[config.mk]
export PLATFORM = sky130hd
export DESIGN_NAME = gemm_tile_scheduler
export DESIGN_NICKNAME = d
export VERILOG_FILES = /design/src/rtl/gemm_tile_scheduler.sv
export SDC_FILE = /design/constraint.sdc
export NUM_CORES = 1
export LEC_CHECK = 0
export ABC_AREA = 1
export BUFFER_PORTS_ARGS = -buffer_cell sky130_fd_sc_hd__buf_2
export CAP_MARGIN = 15
export CORE_AREA = 5 5 126 128
export CTS_CLUSTER_DIAMETER = 40
export CTS_CLUSTER_SIZE = 25
export DETAILED_ROUTE_END_ITERATION = 7
export DIE_AREA = 0 0 131 133
export PLACE_DENSITY = 0.68
export SLEW_MARGIN = 40
export SYNTH_ARGS = -nofsm -noshare
export SYNTH_HDL_FRONTEND = slang
export SYNTH_SLANG_ARGS = --single-unit
export TNS_END_PERCENT = 30
[constraint.sdc]
create_clock -name clk -period 3.8 [get_ports clk]
set_input_delay 0.19 -clock clk [delete_from_list [all_inputs] [get_ports clk]]
set_output_delay 0.19 -clock clk [all_outputs]
set_load 0.02 [all_outputs]
[src/rtl/gemm_tile_scheduler.sv]
// Layer-level tile scheduler for the img2col GEMM datapath.
// Latches a layer descriptor, drives the parameter-preparation stage and walks the
// output tile grid (kernel blocks outer, row-blocks inner) under an in-flight limit.
module gemm_tile_scheduler #(
  parameter int TENSOR_W     = 8,
  parameter int KERNEL_W     = 4,
  parameter int CHAN_W       = 8,
  parameter int STRIDE_W     = 4,
  parameter int KNUMS_W      = 8,
  parameter int ROWB_W       = 16,
  parameter int COLB_W       = 8,
  parameter int MAX_OUT      = 4,
  parameter int PREP_TIMEOUT = 64
) (
  input  logic                clk,
  input  logic                rst,
  input  logic                cfg_valid,
  output logic                cfg_ready,
  input  logic [TENSOR_W-1:0] cfg_tensor_size,
  input  logic [KERNEL_W-1:0] cfg_kernel_size,
  input  logic [CHAN_W-1:0]   cfg_channels,
  input  logic [STRIDE_W-1:0] cfg_stride,
  input  logic [KNUMS_W-1:0]  cfg_kernel_nums,
  output logic                prep_start,
  output logic [TENSOR_W-1:0] prep_tensor_size,
  output logic [KERNEL_W-1:0] prep_kernel_size,
  output logic [CHAN_W-1:0]   prep_channels,
  output logic [STRIDE_W-1:0] prep_stride,
  output logic [KNUMS_W-1:0]  prep_kernel_nums,
  input  logic                prep_enable,
  input  logic [ROWB_W-1:0]   prep_row_blocks,
  input  logic [COLB_W-1:0]   prep_col_blocks,
  output logic                tile_valid,
  input  logic                tile_ready,
  output logic [ROWB_W-1:0]   tile_row,
  output logic [COLB_W-1:0]   tile_col,
  output logic                tile_last,
  input  logic                tile_done,
  output logic                busy,
  output logic                layer_done,
  output logic                err
);

  typedef enum logic [2:0] {S_IDLE, S_PREP, S_ISSUE, S_DRAIN, S_DONE} state_e;

  localparam int                WAIT_W    = $clog2(PREP_TIMEOUT + 1);
  localparam logic [WAIT_W-1:0] WAIT_LAST = WAIT_W'(PREP_TIMEOUT - 1);
  localparam logic [WAIT_W-1:0] WAIT_ONE  = WAIT_W'(1);
  localparam logic [3:0]        MAX_OUT_C = 4'(MAX_OUT);
  localparam logic [3:0]        OUT_ONE   = 4'd1;
  localparam logic [ROWB_W-1:0] ROW_ONE   = ROWB_W'(1);
  localparam logic [COLB_W-1:0] COL_ONE   = COLB_W'(1);

  state_e              state_q, state_d;
  logic [TENSOR_W-1:0] tensor_q, tensor_d;
  logic [KERNEL_W-1:0] kernel_q, kernel_d;
  logic [CHAN_W-1:0]   chan_q, chan_d;
  logic [STRIDE_W-1:0] stride_q, stride_d;
  logic [KNUMS_W-1:0]  knums_q, knums_d;
  logic [ROWB_W-1:0]   row_blocks_q, row_blocks_d, row_q, row_d;
  logic [COLB_W-1:0]   col_blocks_q, col_blocks_d, col_q, col_d;
  logic [3:0]          outstanding_q, outstanding_d;
  logic [WAIT_W-1:0]   wait_cnt_q, wait_cnt_d;
  logic                cfg_ready_q, cfg_ready_d;
  logic                prep_start_q, prep_start_d;
  logic                tile_valid_q, tile_valid_d;
  logic                tile_last_q, tile_last_d;
  logic                busy_q, busy_d;
  logic                layer_done_q, layer_done_d;
  logic                err_q, err_d;
  logic                hs, done_ok, done_spurious;

  // Next-state, counter and registered-output computation.
  always_comb begin
    state_d       = state_q;
    tensor_d      = tensor_q;
    kernel_d      = kernel_q;
    chan_d        = chan_q;
    stride_d      = stride_q;
    knums_d       = knums_q;
    row_blocks_d  = row_blocks_q;
    col_blocks_d  = col_blocks_q;
    row_d         = row_q;
    col_d         = col_q;
    wait_cnt_d    = wait_cnt_q;
    err_d         = err_q;

    hs            = tile_valid_q && tile_ready;
    done_ok       = tile_done && (outstanding_q != '0);
    done_spurious = tile_done && (outstanding_q == '0);
    outstanding_d = outstanding_q;
    if (hs)      outstanding_d = outstanding_d + OUT_ONE;
    if (done_ok) outstanding_d = outstanding_d - OUT_ONE;
    if (done_spurious) err_d = 1'b1;

    case (state_q)
      S_IDLE: begin
        if (cfg_valid) begin
          tensor_d   = cfg_tensor_size;
          kernel_d   = cfg_kernel_size;
          chan_d     = cfg_channels;
          stride_d   = cfg_stride;
          knums_d    = cfg_kernel_nums;
          err_d      = done_spurious;
          wait_cnt_d = '0;
          state_d    = S_PREP;
        end
      end
      S_PREP: begin
        if (prep_enable) begin
          row_blocks_d = prep_row_blocks;
          col_blocks_d = prep_col_blocks;
          row_d        = '0;
          col_d        = '0;
          state_d      = (prep_row_blocks == '0 || prep_col_blocks == '0) ? S_DONE : S_ISSUE;
        end else if (wait_cnt_q == WAIT_LAST) begin
          err_d   = 1'b1;
          state_d = S_DONE;
        end else begin
          wait_cnt_d = wait_cnt_q + WAIT_ONE;
        end
      end
      S_ISSUE: begin
        if (hs) begin
          if (tile_last_q) begin
            state_d = S_DRAIN;
          end else if (row_q == row_blocks_q - ROW_ONE) begin
            row_d = '0;
            col_d = col_q + COL_ONE;
          end else begin
            row_d = row_q + ROW_ONE;
          end
        end
      end
      S_DRAIN: begin
        if (outstanding_d == '0) state_d = S_DONE;
      end
      S_DONE:  state_d = S_IDLE;
      default: state_d = S_IDLE;
    endcase

    // Outputs are derived from the next state so they appear registered with it;
    // tile_last uses the freshly captured counts so it is right on the first tile.
    cfg_ready_d  = (state_d == S_IDLE);
    busy_d       = (state_d != S_IDLE);
    prep_start_d = state_d inside {S_PREP, S_ISSUE, S_DRAIN};
    layer_done_d = (state_d == S_DONE);
    tile_valid_d = (state_d == S_ISSUE) && (outstanding_d < MAX_OUT_C);
    tile_last_d  = (state_d == S_ISSUE) && (row_d == row_blocks_d - ROW_ONE) &&
                   (col_d == col_blocks_d - COL_ONE);
  end

  // State, counters, latched descriptor and registered outputs.
  always_ff @(posedge clk) begin
    if (rst) begin
      state_q       <= S_IDLE;
      tensor_q      <= '0;
      kernel_q      <= '0;
      chan_q        <= '0;
      stride_q      <= '0;
      knums_q       <= '0;
      row_blocks_q  <= '0;
      col_blocks_q  <= '0;
      row_q         <= '0;
      col_q         <= '0;
      outstanding_q <= '0;
      wait_cnt_q    <= '0;
      cfg_ready_q   <= 1'b1;
      prep_start_q  <= 1'b0;
      tile_valid_q  <= 1'b0;
      tile_last_q   <= 1'b0;
      busy_q        <= 1'b0;
      layer_done_q  <= 1'b0;
      err_q         <= 1'b0;
    end else begin
      state_q       <= state_d;
      tensor_q      <= tensor_d;
      kernel_q      <= kernel_d;
      chan_q        <= chan_d;
      stride_q      <= stride_d;
      knums_q       <= knums_d;
      row_blocks_q  <= row_blocks_d;
      col_blocks_q  <= col_blocks_d;
      row_q         <= row_d;
      col_q         <= col_d;
      outstanding_q <= outstanding_d;
      wait_cnt_q    <= wait_cnt_d;
      cfg_ready_q   <= cfg_ready_d;
      prep_start_q  <= prep_start_d;
      tile_valid_q  <= tile_valid_d;
      tile_last_q   <= tile_last_d;
      busy_q        <= busy_d;
      layer_done_q  <= layer_done_d;
      err_q         <= err_d;
    end
  end

  assign cfg_ready        = cfg_ready_q;
  assign prep_start       = prep_start_q;
  assign prep_tensor_size = tensor_q;
  assign prep_kernel_size = kernel_q;
  assign prep_channels    = chan_q;
  assign prep_stride      = stride_q;
  assign prep_kernel_nums = knums_q;
  assign tile_valid       = tile_valid_q;
  assign tile_row         = row_q;
  assign tile_col         = col_q;
  assign tile_last        = tile_last_q;
  assign busy             = busy_q;
  assign layer_done       = layer_done_q;
  assign err              = err_q;

endmodule

==> results by stage, run 1 <==
Route:
- The aggregate routed wire length is ~18000 microns.
- The first-iteration detailed-routing DRC count is roughly 550.
- Before antenna repair, the detailed router went through 5 iterations.
- The final route contains between 6000 and 7000 vias.
- After detailed routing, the number of remaining DRC violations is 0.
- The number of routed nets with antenna violations is 0.
- The per-cell routed wire length is around 14 microns.
- After detailed routing, the number of vias per cell comes to ~5.

Clock tree:
- The number of gates resized after CTS is 0.
- In this run the clock root is driven by a sky130_fd_sc_hd__clkbuf_16.
- The worst-skew pair later-pin latency is 0.36 ns.
- TritonCTS built the clock tree.
- Clock tree synthesis inserted a total of 9 buffers.
- The post-CTS setup buffer count is 0.
- The number of H-tree levels is 3.
- The number of buffers between clock root and the deepest sink is 2.
- The number of sinks handled by clock tree synthesis is slightly above 100.
- The cts-stage hold buffer count is 0.
- Clock-pin slew was measured on the worst setup and hold paths at about 0.080 ns.

Placement:
- The count of port buffers added during placement is roughly 120.
- The final weighted congestion in routability-driven placement is 0.949.
- The detailed-placement wirelength estimate is between 10000 and 15000 microns.

Floorplanning:
- The floorplan step defined a die boundary enclosing ~17000 sq um.
- In this run the count of I/O pins placed on the die edge is ~130.
- The region available for standard cell placement spans between 10000 and 15000 sq um.
- The chip width is between 100 and 150 microns.
- The number of placement rows is 45.
- The initial utilization of the core area, before any placement, comes to 0.433.
- The y dimension of the die is approximately 130 microns.

Power:
- VDD sags by at most ~300 uV.
- Of the total power, the clock network draws 0.265.
- Internal power comes to between 2 and 2.5 mW.
- The share of total power in combinational logic is 0.392.
- The proportion of total power due to net switching is 0.408.
- The standby leakage power is between 3 and 4 nW.
- The power density of the placed cells is around 480 nW/um^2.
- The share of total power dissipated in sequential elements is 0.343.
- The net switching power of the design is 1.46 mW.

Timing:
- The time the worst path needs with I/O delays and setup is 3.09 ns.
- The headroom to the max-slew limit is 0.530.
- The final-report setup violation count is 0.
- The worst slack on hold paths is about 0.074 ns.
- Setup repair after global routing left no endpoint under its margin.
- Clock skew on the completed layout was measured at about 0.011 ns.
- The fraction of the cycle the final worst path needs is 0.813.
- The final number of max-transition violations is 0.
- For the pin with the worst max-slew slack, the measured transition is 0.699 ns.
- The final setup TNS is 0 ns.
- Based on the critical path, the design can be clocked at up to roughly 320 MHz.
- The number of endpoints with negative hold slack in the final report came to 0.

Global route:
- For this run the aggregate overflow at the end of global routing stands at 0.
- The met1 capacity usage during global routing is 0.275.
- In the global route stage, met3 resource usage came out at 0.0634.
- The first global-routing pass estimated about 30000 microns of wire.
- The number of global-route vias before repair is 6238.
- In the global route stage, overall resource usage came out at 0.211.
- In the global route stage, met2 resource usage came out at 0.328.
- The maximum number of pins on one net before global-route repair is 60.
- met2 is the most crowded layer.
- The initial antenna violation count is 0.

Layout:
- The net total in the final layout is ~1200.
- Of the cells placed in the final design, the portion with a size suffix greater than 1 is 0.170.
- The number of inserted diodes is 0.
- The layout-stage area growth over the synthesis result is 17.2%.
- Fill cells in the final layout number about 1500.

Yosys:
- The fraction of the yosys area taken by sequential cells is 0.317.
- After synthesis, the mean cell area works out to between 6 and 7 sq um.
- The number of instances in the synthesized netlist is 1017.
- The area of the mapped netlist is ~6400 sq um.
- Yosys mapped a number of flops with a built-in enable equal to 0.
- The count of synthesis-stage warnings from yosys is 0.
- For this run, the leading register cell type out of synthesis is sky130_fd_sc_hd__dfxtp_1.
- The share of synthesized registers carrying an async set or reset is 0.
- The number of different library cells used by synthesis comes to between 40 and 50.
- The net count after synthesis is between 1000 and 1500.
- The total of flip-flops plus latches after synthesis is between 100 and 150.

Critical path:
- The most critical setup path has its startpoint at row_blocks_q[0].
- The kind of end point of the critical path is a flop.
- The number of cells on the worst reg-to-reg path is 20.
- By startpoint and endpoint, the worst setup path is classified as reg -> reg.
- The worst register-to-register path has a setup slack of 0.71 ns.
- The worst flop-to-flop path startpoint is row_blocks_q[0].
- Along the worst path, the maximum fanout reaches 13.
- STA classifies the critical path startpoint as a flop.
- The required time reported for the critical path endpoint is approximately 4 ns.
- The endpoint of the lowest-slack register-to-register path is tile_last.
- Data on the critical path arrives at its endpoint at roughly 3.4 ns.

Worst hold path:
- Along the worst hold path, the cell count comes to 3.
- The worst hold path terminates at prep_channels[7].
- The origin of the worst min-delay path is cfg_channels[7].
- The min-delay analysis places its worst path in the category in -> reg.

Job:
- The max capacitance violation total is 0.

Run status:
- The flow ran to the end, and the final reports show no timing, DRC or antenna violations.
==> layout make-up <==
class | instances | area (sq um) | area share
well taps | 188 | 235 | 0.0314
flip-flops and latches | 101 | 2020 | 0.270
repair buffers | 133 | 688 | 0.0920
multi-input cells | 778 | 3820 | 0.511
clock inverters | 7 | 75.1 | 0.0100
inverters | 110 | 415 | 0.0555
clock buffers | 9 | 225 | 0.0301
==> layer usage <==
metal,vias up,part of all wire
met5,-,0
met4,0,0.031
met3,36,0.093
met2,228,0.44
met1,2908,0.44
li1,3473,-
==> flip-flops by register name, indices dropped and copies added, names as in the netlist <==
signal	cells
prep_kernel_nums	8
row_blocks_q	16
state_q	3
prep_stride	4
tile_row	16
layer_done	1
prep_kernel_size	4
tile_valid	1
wait_cnt_q	7
prep_start	1
col_blocks_q	8
tile_col	8
prep_channels	8
err	1
prep_tensor_size	8
outstanding_q	4
cfg_ready	1
busy	1
tile_last	1
==> stage by stage <==
step / area (sq um) / cells / power (mW) / utilization / setup slack, ns
2_1_floorplan: 6390 / 1017 / 2.29 / - / 1.40
3_3_place_gp: 7180 / 1310 / 2.63 / 0.487 / 0.856
3_5_place_dp: 7180 / 1310 / 2.64 / 0.487 / 0.765
4_1_cts: 7480 / 1326 / 3.58 / 0.507 / 0.743
5_1_grt: 7480 / 1326 / 3.83 / 0.507 / 0.298
6_report: 7480 / 1326 / 3.57 / 0.507 / 0.710
==> worst max-delay path, cell delays in order, from the launching register on <==
cell and delay, ns:
sky130_fd_sc_hd__dfxtp_1 0.31, sky130_fd_sc_hd__inv_1 0.15, sky130_fd_sc_hd__ha_1 0.24, sky130_fd_sc_hd__nand3_2 0.14, sky130_fd_sc_hd__nor2_1 0.18, sky130_fd_sc_hd__nand2_1 0.07
sky130_fd_sc_hd__nand2_1 0.08, sky130_fd_sc_hd__inv_1 0.05, sky130_fd_sc_hd__nor2_1 0.10, sky130_fd_sc_hd__nand2_1 0.05, sky130_fd_sc_hd__nor2_1 0.09, sky130_fd_sc_hd__nand4_1 0.52
sky130_fd_sc_hd__nand3_1 0.33, sky130_fd_sc_hd__nand2_1 0.08, sky130_fd_sc_hd__nand2_1 0.06, sky130_fd_sc_hd__nand2_1 0.05, sky130_fd_sc_hd__nor2_1 0.13, sky130_fd_sc_hd__nand2_1 0.09
sky130_fd_sc_hd__nor2_1 0.09, sky130_fd_sc_hd__nand3_1 0.09, sky130_fd_sc_hd__nor3_2 0.10
==> cell usage in the layout, fill, tap and decap left out, types with 2 or more instances in the layout <==
master                        n
sky130_fd_sc_hd__nand2_1    274
sky130_fd_sc_hd__nor3b_1      2
sky130_fd_sc_hd__a31oi_1      2
sky130_fd_sc_hd__xnor2_1     15
sky130_fd_sc_hd__nor4_1       8
sky130_fd_sc_hd__nor3_1      10
sky130_fd_sc_hd__dfxtp_1    101
sky130_fd_sc_hd__o21ai_0     46
sky130_fd_sc_hd__and3_1       2
sky130_fd_sc_hd__nand4_1     12
sky130_fd_sc_hd__clkinv_8     2
sky130_fd_sc_hd__buf_2      124
sky130_fd_sc_hd__and2_1       3
sky130_fd_sc_hd__or2_2        2
sky130_fd_sc_hd__nand3_2      4
sky130_fd_sc_hd__a21oi_1     37
sky130_fd_sc_hd__nor2_1     179
sky130_fd_sc_hd__inv_1      106
sky130_fd_sc_hd__nand2_2      4
sky130_fd_sc_hd__nand3b_1    14
sky130_fd_sc_hd__inv_2        3
sky130_fd_sc_hd__inv_6        4
sky130_fd_sc_hd__nor2_4       3
sky130_fd_sc_hd__xor2_1      27
sky130_fd_sc_hd__mux2i_1      7
sky130_fd_sc_hd__o211ai_1     2
sky130_fd_sc_hd__nor2_2      11
sky130_fd_sc_hd__o21ai_1      6
sky130_fd_sc_hd__nand3_1     79
sky130_fd_sc_hd__nor3_2       2
sky130_fd_sc_hd__clkbuf_16    9
sky130_fd_sc_hd__buf_4        9
sky130_fd_sc_hd__ha_1         9
sky130_fd_sc_hd__o21ai_2     11
==> kinds of logic after synthesis <==
group,share of synthesized area
AND/OR/NAND/NOR,0.417
buffers and inverters,0.0858
XOR/XNOR,0.0576
AO/OA/AOI/OAI,0.0944
flip-flops,0.317
multiplexers,0.0110
adder cells (fa/ha/maj),0.0176
==> synth_stat cells, types with 3 or more instances <==
| master | instances | area [sq um] |
|---|---|---|
| sky130_fd_sc_hd__o21ai_1 | 6 | 30.0 |
| sky130_fd_sc_hd__o21ai_0 | 46 | 230 |
| sky130_fd_sc_hd__nor3_1 | 11 | 55.1 |
| sky130_fd_sc_hd__nor2_1 | 179 | 672 |
| sky130_fd_sc_hd__xor2_1 | 27 | 236 |
| sky130_fd_sc_hd__inv_2 | 3 | 11.3 |
| sky130_fd_sc_hd__nor2_4 | 3 | 33.8 |
| sky130_fd_sc_hd__nand3_2 | 4 | 40.0 |
| sky130_fd_sc_hd__buf_1 | 3 | 11.3 |
| sky130_fd_sc_hd__a21oi_1 | 37 | 185 |
| sky130_fd_sc_hd__o21ai_2 | 11 | 96.3 |
| sky130_fd_sc_hd__dfxtp_1 | 101 | 2020 |
| sky130_fd_sc_hd__buf_2 | 3 | 15.0 |
| sky130_fd_sc_hd__and2_1 | 3 | 18.8 |
| sky130_fd_sc_hd__nand4_1 | 12 | 75.1 |
| sky130_fd_sc_hd__ha_1 | 9 | 113 |
| sky130_fd_sc_hd__clkbuf_1 | 18 | 67.6 |
| sky130_fd_sc_hd__nand3_1 | 79 | 395 |
| sky130_fd_sc_hd__xnor2_1 | 15 | 131 |
| sky130_fd_sc_hd__nand2_1 | 274 | 1030 |
| sky130_fd_sc_hd__nor4_1 | 8 | 50.1 |
| sky130_fd_sc_hd__nand3b_1 | 14 | 105 |
| sky130_fd_sc_hd__mux2i_1 | 7 | 70.1 |
| sky130_fd_sc_hd__nor2_2 | 11 | 68.8 |
| sky130_fd_sc_hd__buf_6 | 3 | 33.8 |
| sky130_fd_sc_hd__inv_1 | 106 | 398 |
| sky130_fd_sc_hd__nand2_2 | 4 | 25.0 |
==> power by group through the flow <==
stage                     clock (mW)  sequential (mW)  combinational [mW]
final                          0.945             1.22                1.40
after global placement             0             1.24                1.39
after floorplan                    0             1.31               0.977
after detailed placement           0             1.25                1.39
after CTS                      0.962             1.22                1.40
after global routing            1.00             1.24                1.59
==> worst max path at each step <==
| stage | to | slack [ns] | depth (start not counted) |
|---|---|---|---|
| 4_1_cts | tile_last | 0.74 | 20 |
| 3_5_place_dp | tile_last | 0.77 | 20 |
| 6_report | tile_last | 0.71 | 20 |
| 5_1_grt | tile_last | 0.30 | 20 |
| 3_3_place_gp | tile_last | 0.86 | 20 |
| 2_1_floorplan | tile_last | 1.40 | 19 |
Power figures use the tool's default switching activity.
==> inputs of run 2 (changes only) <==
Settings changed: ABC_AREA 1 to 0, CORE_AREA 5 5 126 128 to 5 5 132 134, DIE_AREA 0 0 131 133 to 0 0 137 139.
Clock period 3.8 ns to 3.2 ns, I/O delays scaled along.
==> run 2 against run 1 <==
The flow now finishes with violations (setup timing); critical path type unchanged; count of clock-buffer cells in the layout unchanged; die area up 9.3%; worst hold slack worse by 0.054 ns; power up 25%; worst setup slack worse by 1.5 ns; first-iteration DRC count up 11%; largest cell class unchanged; critical path depth down 4; via count up 22%; sequential cell count unchanged; synthesized area up 11%.
==> results by stage, run 2 <==
Global route:
- The maximum number of pins on one net before global-route repair is 97.
- The first-pass GRT wire length is around 40000 microns.
- The overall routing resource usage is 0.261.
- The number of global-route vias before repair is 7702.
- The initial antenna violation count came to 0.
- The leftover overflow at the end of global routing is 0.

Route:
- For this block, the initial DRC count from the detailed router was slightly above 600.
- The via count of the routed design is between 8000 and 9000.
- Dividing the detail-routed wire length by the instance count gives approximately 18 microns.
- The detailed-routing iteration count for the pre-antenna-repair pass is 7.
- The number of routed nets with antenna violations is 0.
- The aggregate routed wire length is 25700 microns.
- The average vias per placed instance is 5.56.
- In the routed design, unresolved DRC markers number 0.

Critical path:
- The data arrival time at the worst-slack endpoint is about 4.3 ns.
- The reg-to-reg setup timing slack is -0.78 ns.
- Of all nets on the critical path, the largest fanout is 7.
- The worst setup path is captured at a flop.
- The startpoint identified for the worst register-to-register timing path is state_q[2].
- The critical path class is reg -> reg.
- The number of cells on the worst reg-to-reg path is 16.
- In this run the critical register-to-register path is captured at tile_last.
- At the worst endpoint, the required time is around 3.5 ns.
- The worst setup path is launched from a flop.

Yosys:
- A synthesized cell averages around 7.5 sq um.
- The net count after synthesis is approximately 1000.
- The top cell type's share of synthesized area is 0.285.
- The most common flop cell mapped by yosys is sky130_fd_sc_hd__dfxtp_1.
- The share of the Yosys chip area taken by registers is 0.285.
- After technology mapping, the gate count stands at roughly 950.
- Synthesis instantiated between 70 and 80 different standard cells from the library.
- Sorting the synthesized cells by how often they occur yields sky130_fd_sc_hd__nand2_1 (159), sky130_fd_sc_hd__dfxtp_1 (101), sky130_fd_sc_hd__a21oi_1 (100).
- The share of synthesized registers carrying an async set or reset is 0.
- During synthesis, Yosys emitted a total of 0 warnings.
- Yosys mapped a number of flops with a built-in enable equal to 0.
- The synthesized design contains 101 register bits.
- By area the synthesized netlist is led by sky130_fd_sc_hd__dfxtp_1 (29%), sky130_fd_sc_hd__nand2_1 (8.4%), sky130_fd_sc_hd__a21oi_1 (7.1%).
- After synthesis the cells add up to about 7100 sq um.
- By instance count, the leading cell after synthesis is sky130_fd_sc_hd__nand2_1.
- The biggest area contributor in the post-synthesis netlist is sky130_fd_sc_hd__dfxtp_1.

Power:
- The power density of the placed cells is 448 nW/um^2.
- The analysis attributes to cell leakage a power of 4.32 nW.
- The worst-case IR drop observed on VDD is ~280 uV.
- The total power is ~4.5 mW.

Timing:
- The worst setup margin is -0.776 ns.
- For this run, the top clock speed supported by timing is 252 MHz.
- The slew at the pin with the worst max-slew slack is roughly 0.76 ns.
- The number of endpoints with negative hold slack in the final report is 0.
- Adding up every negative setup slack in the final design gives -0.802 ns.
- The final number of max-transition violations was 0.
- The worst clock skew on the final layout is ~0.012 ns.
- The headroom to the max-slew limit is 0.495.
- Subtracting the final worst setup slack from the clock period gives between 3 and 4 ns.
- Setup repair after global routing could not meet its margin everywhere.
- Setup violations remaining at the end of the flow were counted as 2.
- Dividing the final minimum period by the clock period gives 1.24.
- The worst slack on hold paths is about 0.019 ns.

Worst hold path:
- The origin of the worst min-delay path is cfg_tensor_size[3].
- The capture endpoint of the worst hold path is prep_tensor_size[3].
- The path category of the worst min-delay check is in -> reg.
- The number of instances on the worst hold path is 3.

Placement:
- The count of port buffers added during placement is 124.
- The HPWL after detailed placement is a little under 20000 microns.
- Routability-driven placement finished with a final weighted congestion of about 0.97.
- Prior to clock tree synthesis, the placed netlist has a worst setup slack of -0.907 ns.

Run status:
- The run finished, with violations left.
- The final reports fail on setup timing.

Job:
- The max capacitance violation total is 0.

Layout:
- The most frequent standard cell in the layout excluding fill and tap cells is sky130_fd_sc_hd__buf_4.
- Of the cells placed in the final design, the portion with a size suffix greater than 1 is 0.356.
- The filler cells instantiated in the layout total around 1400.
- In the layout the commonest cells are sky130_fd_sc_hd__buf_4 (207), sky130_fd_sc_hd__nand2_1 (158), sky130_fd_sc_hd__buf_2 (123), sky130_fd_sc_hd__a21oi_1 (95), sky130_fd_sc_hd__dfxtp_1 (94).
- The number of inserted diodes is 0.
- In the final design database the tool counted approximately 1300 nets.
- The area growth from synthesis to layout is 40.8%.

Clock tree:
- TritonCTS built the clock tree.
- No sink is reached through more buffers than the 2 on the longest clock path.
- Clock latency on the worst-skew pair, taken at its later pin, is ~0.37 ns.
- TritonCTS created 9 clock buffers.
- The clock root buffer is sky130_fd_sc_hd__clkbuf_16.
- The number of H-tree levels is 3.
- The tree built by TritonCTS fans out to approximately 100 sinks.
- The clock-pin slew on the worst setup and hold paths is 0.08 ns.

Floorplanning:
- After floorplanning, the core was sized to cover between 15000 and 20000 sq um.
- The die area is around 19000 sq um.
- The number of placement rows is 47.
- For this configuration, the core starts out at a cell density of 0.438.
- The y dimension of the die is 139 microns.
- The chip width is 137 microns.
- In this run the count of I/O pins placed on the die edge is ~130.
## run 2: cell types whose count changed in the layout (fill, tap and decap cells not counted), moves of 14 or more
cell	change
sky130_fd_sc_hd__buf_4	+198
sky130_fd_sc_hd__nor3_1	+27
sky130_fd_sc_hd__o21ai_0	-25
sky130_fd_sc_hd__nand2_1	-116
sky130_fd_sc_hd__xnor2_1	+31
sky130_fd_sc_hd__inv_1	-90
sky130_fd_sc_hd__a21oi_1	+58
sky130_fd_sc_hd__nand3_1	-58
sky130_fd_sc_hd__mux2i_1	+14
sky130_fd_sc_hd__nor2_1	-92
## run 2: worst max path at each step
stage,cells past startpoint,slack (ns),start,to
after floorplan,20,-1.23,state_q[1],tile_last
after global placement,15,-0.83,state_q[1],tile_last
after detailed placement,14,-0.91,state_q[1],tile_last
after CTS,15,-0.68,state_q[2],tile_last
after global routing,17,-0.91,state_q[0],tile_last
final,16,-0.78,state_q[2],tile_last
## run 2: through the flow
step                      cell area [sq um]   util  cells
after detailed placement               9190  0.568   1418
after floorplan                        7130      -    951
after global routing                   9980  0.617   1457
final                                  9980  0.617   1457
after global placement                 9180  0.568   1418
after CTS                              9660  0.597   1442
## run 2: timing repair
item                       in CTS  in global routing
cloned                          0                  1
hold buffers                    0                  0
setup buffers                   8                 16
setup endpoints to repair      21                 23
gates resized for setup        25                 46
pin swaps                      15                 30
## run 2: routing by layer
| metal | share of wire | global-route usage |
|---|---|---|
| met3 | 0.079 | 0.0544 |
| met2 | 0.47 | 0.412 |
| met1 | 0.41 | 0.333 |
| met5 | 0 | 0 |
| met4 | 0.048 | 0.139 |
## run 2: cells by family (layout without fill, tap and decap cells)
logic type	count (synthesis)	after routing	synth area share
compound gates	208	208	0.183
xor+xnor	78	78	0.0975
fa+ha+maj	9	9	0.0159
buf+inv	92	378	0.0570
flops	101	101	0.285
mux	32	32	0.0500
simple gates	431	431	0.311
## run 2: final cells by class
type                    count  area, sq um  share of cell area
multi-input cells         758         4930               0.494
repair buffers            344         2360               0.236
flip-flops and latches    101         2040               0.204
well taps                 220          275              0.0276
clock buffers               9          225              0.0226
clock inverters             7         81.3             0.00815
inverters                  18         70.1             0.00702
## run 2: report_power, final
part           switching [mW]  internal (mW)
Combinational            1.02          0.911
Sequential             0.0633           1.34
Clock                   0.574          0.560
## run 2: worst max-delay path: stages (launching register included)
cell	delay, ns
sky130_fd_sc_hd__dfxtp_2	0.34
sky130_fd_sc_hd__nor4bb_4	0.26
sky130_fd_sc_hd__buf_4	0.18
sky130_fd_sc_hd__buf_6	0.14
sky130_fd_sc_hd__nand2_2	0.07
sky130_fd_sc_hd__a21boi_4	0.15
sky130_fd_sc_hd__ha_4	0.18
sky130_fd_sc_hd__buf_4	0.13
sky130_fd_sc_hd__xnor2_1	0.12
sky130_fd_sc_hd__a222oi_1	0.34
sky130_fd_sc_hd__o221ai_1	0.20
sky130_fd_sc_hd__a311oi_2	0.23
sky130_fd_sc_hd__o2111ai_1	0.15
sky130_fd_sc_hd__or4_1	0.54
sky130_fd_sc_hd__or4_4	0.44
sky130_fd_sc_hd__nor4b_4	0.25
sky130_fd_sc_hd__and4b_1	0.20
==> inputs of run 3 (changes only) <==
Settings changed: CELL_PAD_IN_SITES_DETAIL_PLACEMENT set to 0, CELL_PAD_IN_SITES_GLOBAL_PLACEMENT set to 1, CORE_AREA 5 5 132 134 to 5 5 138 140, DIE_AREA 0 0 137 139 to 0 0 143 145, PLACE_DENSITY 0.68 to 0.81.
==> run 3 against run 2 <==
The flow still finishes with violations (setup timing); routed wire length up 3.5%; final area is 0.56% lower; clock power grew 7%; register-to-register slack worse by 0.08 ns; fmax is 1.9% lower; sequential power hardly changed; die area grew 8.9%; core utilization shrank 5.7 points; combinational power decreased by 2%; critical path type unchanged; largest power group unchanged.
==> results by stage, run 3 (synthesis gave the netlist of run 2 again) <==
Run status:
- The run finished, with violations left.
- The final reports fail on setup timing.

Layout:
- Leaving out fill and tap cells, the most frequent cells in the layout are sky130_fd_sc_hd__buf_4 (197), sky130_fd_sc_hd__nand2_1 (156), sky130_fd_sc_hd__buf_2 (123), sky130_fd_sc_hd__dfxtp_1 (94), sky130_fd_sc_hd__a21oi_1 (92).
- The layout cell share with drive strength beyond 1 is 0.357.
- The footprint of the flip-flops and latches is between 2000 and 2500 sq um.
- The area growth from synthesis to layout is 40.0%.
- Measured on the finished design, the core utilization comes to 0.560.
- The number of filler instances in the final layout is roughly 1700.
- Leaving out fill and tap cells, the most frequent cell in the layout is sky130_fd_sc_hd__buf_4.
- The number of antenna diodes in the final layout is 0.
- In the final layout, the multi-input gates occupy between 4000 and 5000 sq um.
- For this run, the post-layout net count is around 1300.
- The non-filler instance count after layout is 1457.

Critical path:
- In this run the worst path has a maximum fanout of 4.
- Data on the critical path arrives at its endpoint at 4.36 ns.
- The critical path's most frequent cell is sky130_fd_sc_hd__or4_1.
- The required time reported for the critical path endpoint is roughly 3.5 ns.
- The kind of cell adding the most delay to the critical path is simple AND/OR/NAND/NOR gates.
- The slowest stage of the critical path is the sky130_fd_sc_hd__or4_1 cell.
- The nature of the critical path startpoint is a flop.
- The number of cells on the worst reg-to-reg path is 16.
- Together, buffers and inverters on the worst path number 1.
- The critical path class is reg -> reg.
- The signal on the critical path passes through nor4bb_4 -> buf_4 -> nor2_1 -> a21oi_2 -> ha_2 -> or4b_4 -> nor4_2 -> a31oi_1 -> xnor2_2 -> o22ai_1 -> a21oi_1 -> nand2_1 -> or4_1 -> or4_1 -> nor4b_2 -> and4b_1.
- The cell depth of the worst setup path is 16.
- For this run, the slowest stage of the critical path takes about 0.54 ns.
- The worst setup path is captured at a flop.

Global route:
- The leftover overflow at the end of global routing is 0.
- The initial antenna violation count was 0.
- The overall routing resource usage is 0.247.
- The number of global-route vias before repair was between 7000 and 8000.
- The maximum number of pins on one net before global-route repair is slightly below 100.
- The first global-routing pass estimated around 41000 microns of wire.

Clock tree:
- The H-tree was split into 3 levels.
- The number of buffers added by the clock tree synthesis step is 9.
- The CTS tree is yes.
- The clock-pin slew on the worst setup and hold paths is ~0.08 ns.
- The number of sinks handled by clock tree synthesis is around 100.
- The cell sitting at the root of the clock tree is a sky130_fd_sc_hd__clkbuf_16.
- For the worst-skew pair, the clock arrives at the later sink with an insertion delay of 0.36 ns.
- The number of buffers between clock root and the deepest sink is 2.

Floorplanning:
- The number of placement rows is a little under 50.
- The core region is 17700 sq um.
- The top-level I/O count is 125.
- The initial core utilization is 0.400.
- The floorplan step set the die height to roughly 150 microns.
- The chip width is between 100 and 150 microns.
- The die area is around 21000 sq um.

Timing:
- In the finished design, the share of the clock period the worst path needs comes to 1.27.
- Setup violations remaining at the end of the flow were counted as 2.
- The worst clock skew on the final layout is just under 0.009 ns.
- The headroom to the max-slew limit is 0.469.
- The slew at the pin with the worst max-slew slack is roughly 0.80 ns.
- The number of endpoints with negative hold slack in the final report came to 0.
- The final number of max-transition violations is 0.
- Derived from the worst setup path, the maximum achievable clock frequency is roughly 250 MHz.
- Setup repair after global routing could not meet its margin everywhere.
- For the final routed database, the setup TNS stands at -0.862 ns.
- The time the worst path needs with I/O delays and setup is around 4.1 ns.
- After layout, the worst setup slack is -0.855 ns.

Route:
- Dividing the detail-routed wire length by the instance count gives roughly 18 microns.
- After detailed routing, the number of vias per cell comes to approximately 5.5.
- The aggregate routed wire length is 26600 microns.
- The first-iteration detailed-routing DRC count is approximately 740.
- The detailed-routing iteration count for the pre-antenna-repair pass is 5.
- The number of routed nets with antenna violations is 0.
- The via count of the routed design is a little over 8000.
- After detailed routing, the number of remaining DRC violations is 0.

Placement:
- OpenSTA, run right after detailed placement, puts the worst setup slack at -0.938 ns.
- The count of port buffers added during placement is approximately 120.
- The total placed cells including tap cells is 1423.
- The final weighted congestion in routability-driven placement is 0.971.
- Detailed placement ended at an HPWL of around 20000 microns.

Power:
- The standby leakage power is between 4 and 5 nW.
- The maximum ir drop on the vdd rail is 263 uV.
- Power spread over the standard cell area amounts to between 400 and 500 nW/um^2.

Worst hold path:
- The number of instances on the worst hold path is 3.
- The tightest min-delay check is of the in -> reg type.

Job:
- The max capacitance violation total is 0.
run 3: cell count changes in the layout (fill, tap and decap cells not counted), moves of 3 or more:
cell | before | now
sky130_fd_sc_hd__a21oi_2 | 3 | 7
sky130_fd_sc_hd__nand2_2 | 2 | 5
sky130_fd_sc_hd__or3_4 | 2 | 5
sky130_fd_sc_hd__buf_6 | 11 | 14
sky130_fd_sc_hd__or3_1 | 10 | 7
sky130_fd_sc_hd__a21oi_1 | 95 | 92
sky130_fd_sc_hd__buf_4 | 207 | 197
run 3: final timing paths:
path,from,to,slack [ns]
max,state_q[1],tile_last,-0.85
min,cfg_tensor_size[6],prep_tensor_size[6],0.03
max reg2reg,state_q[1],tile_last,-0.85
min reg2reg,prep_tensor_size[3],prep_tensor_size[3],0.45
run 3: cell type report:
cell class                      count  area share
Clock inverter                      7     0.00984
Tap cell                          229      0.0289
Multi-Input combinational cell    758       0.498
Clock buffer                        9      0.0227
Sequential cell                   101       0.205
Timing Repair Buffer              335       0.229
Inverter                           18     0.00706
run 3: repair_timing:
| action | CTS | global route |
|---|---|---|
| hold buffers | 0 | 0 |
| pin swaps | 10 | 31 |
| gates resized for setup | 18 | 64 |
| endpoints found under the hold margin | 0 | 0 |
| setup endpoints to repair | 16 | 22 |
| buffers inserted | 7 | 13 |
run 3: worst min-delay path: cells and delay by family:
family	cells	cell delay [ns]
buf+inv	1	0.09
compound gates	1	0.05
simple gates	1	0.04
run 3: layer usage:
metal	up-vias	global-route usage	wire, microns
met2	314	0.388	12200
met5	-	0	0
li1	3929	-	-
met1	3765	0.326	11600
met4	0	0.104	1060
met3	63	0.0540	1800
run 3: power breakdown:
part,internal (mW),switching [mW]
Combinational,0.883,1.01
Clock,0.638,0.573
Sequential,1.34,0.0637
Total,2.86,1.65
run 3: stage by stage:
| step | hold slack [ns] | instance area [sq um] | power [mW] |
|---|---|---|---|
| after floorplan | 0.296 | 7130 | 2.48 |
| after global placement | 0.400 | 9140 | 3.20 |
| after detailed placement | 0.404 | 9140 | 3.21 |
| after CTS | 0.0175 | 9600 | 4.46 |
| after global routing | 0.0304 | 9920 | 4.75 |
| final | 0.0281 | 9920 | 4.51 |
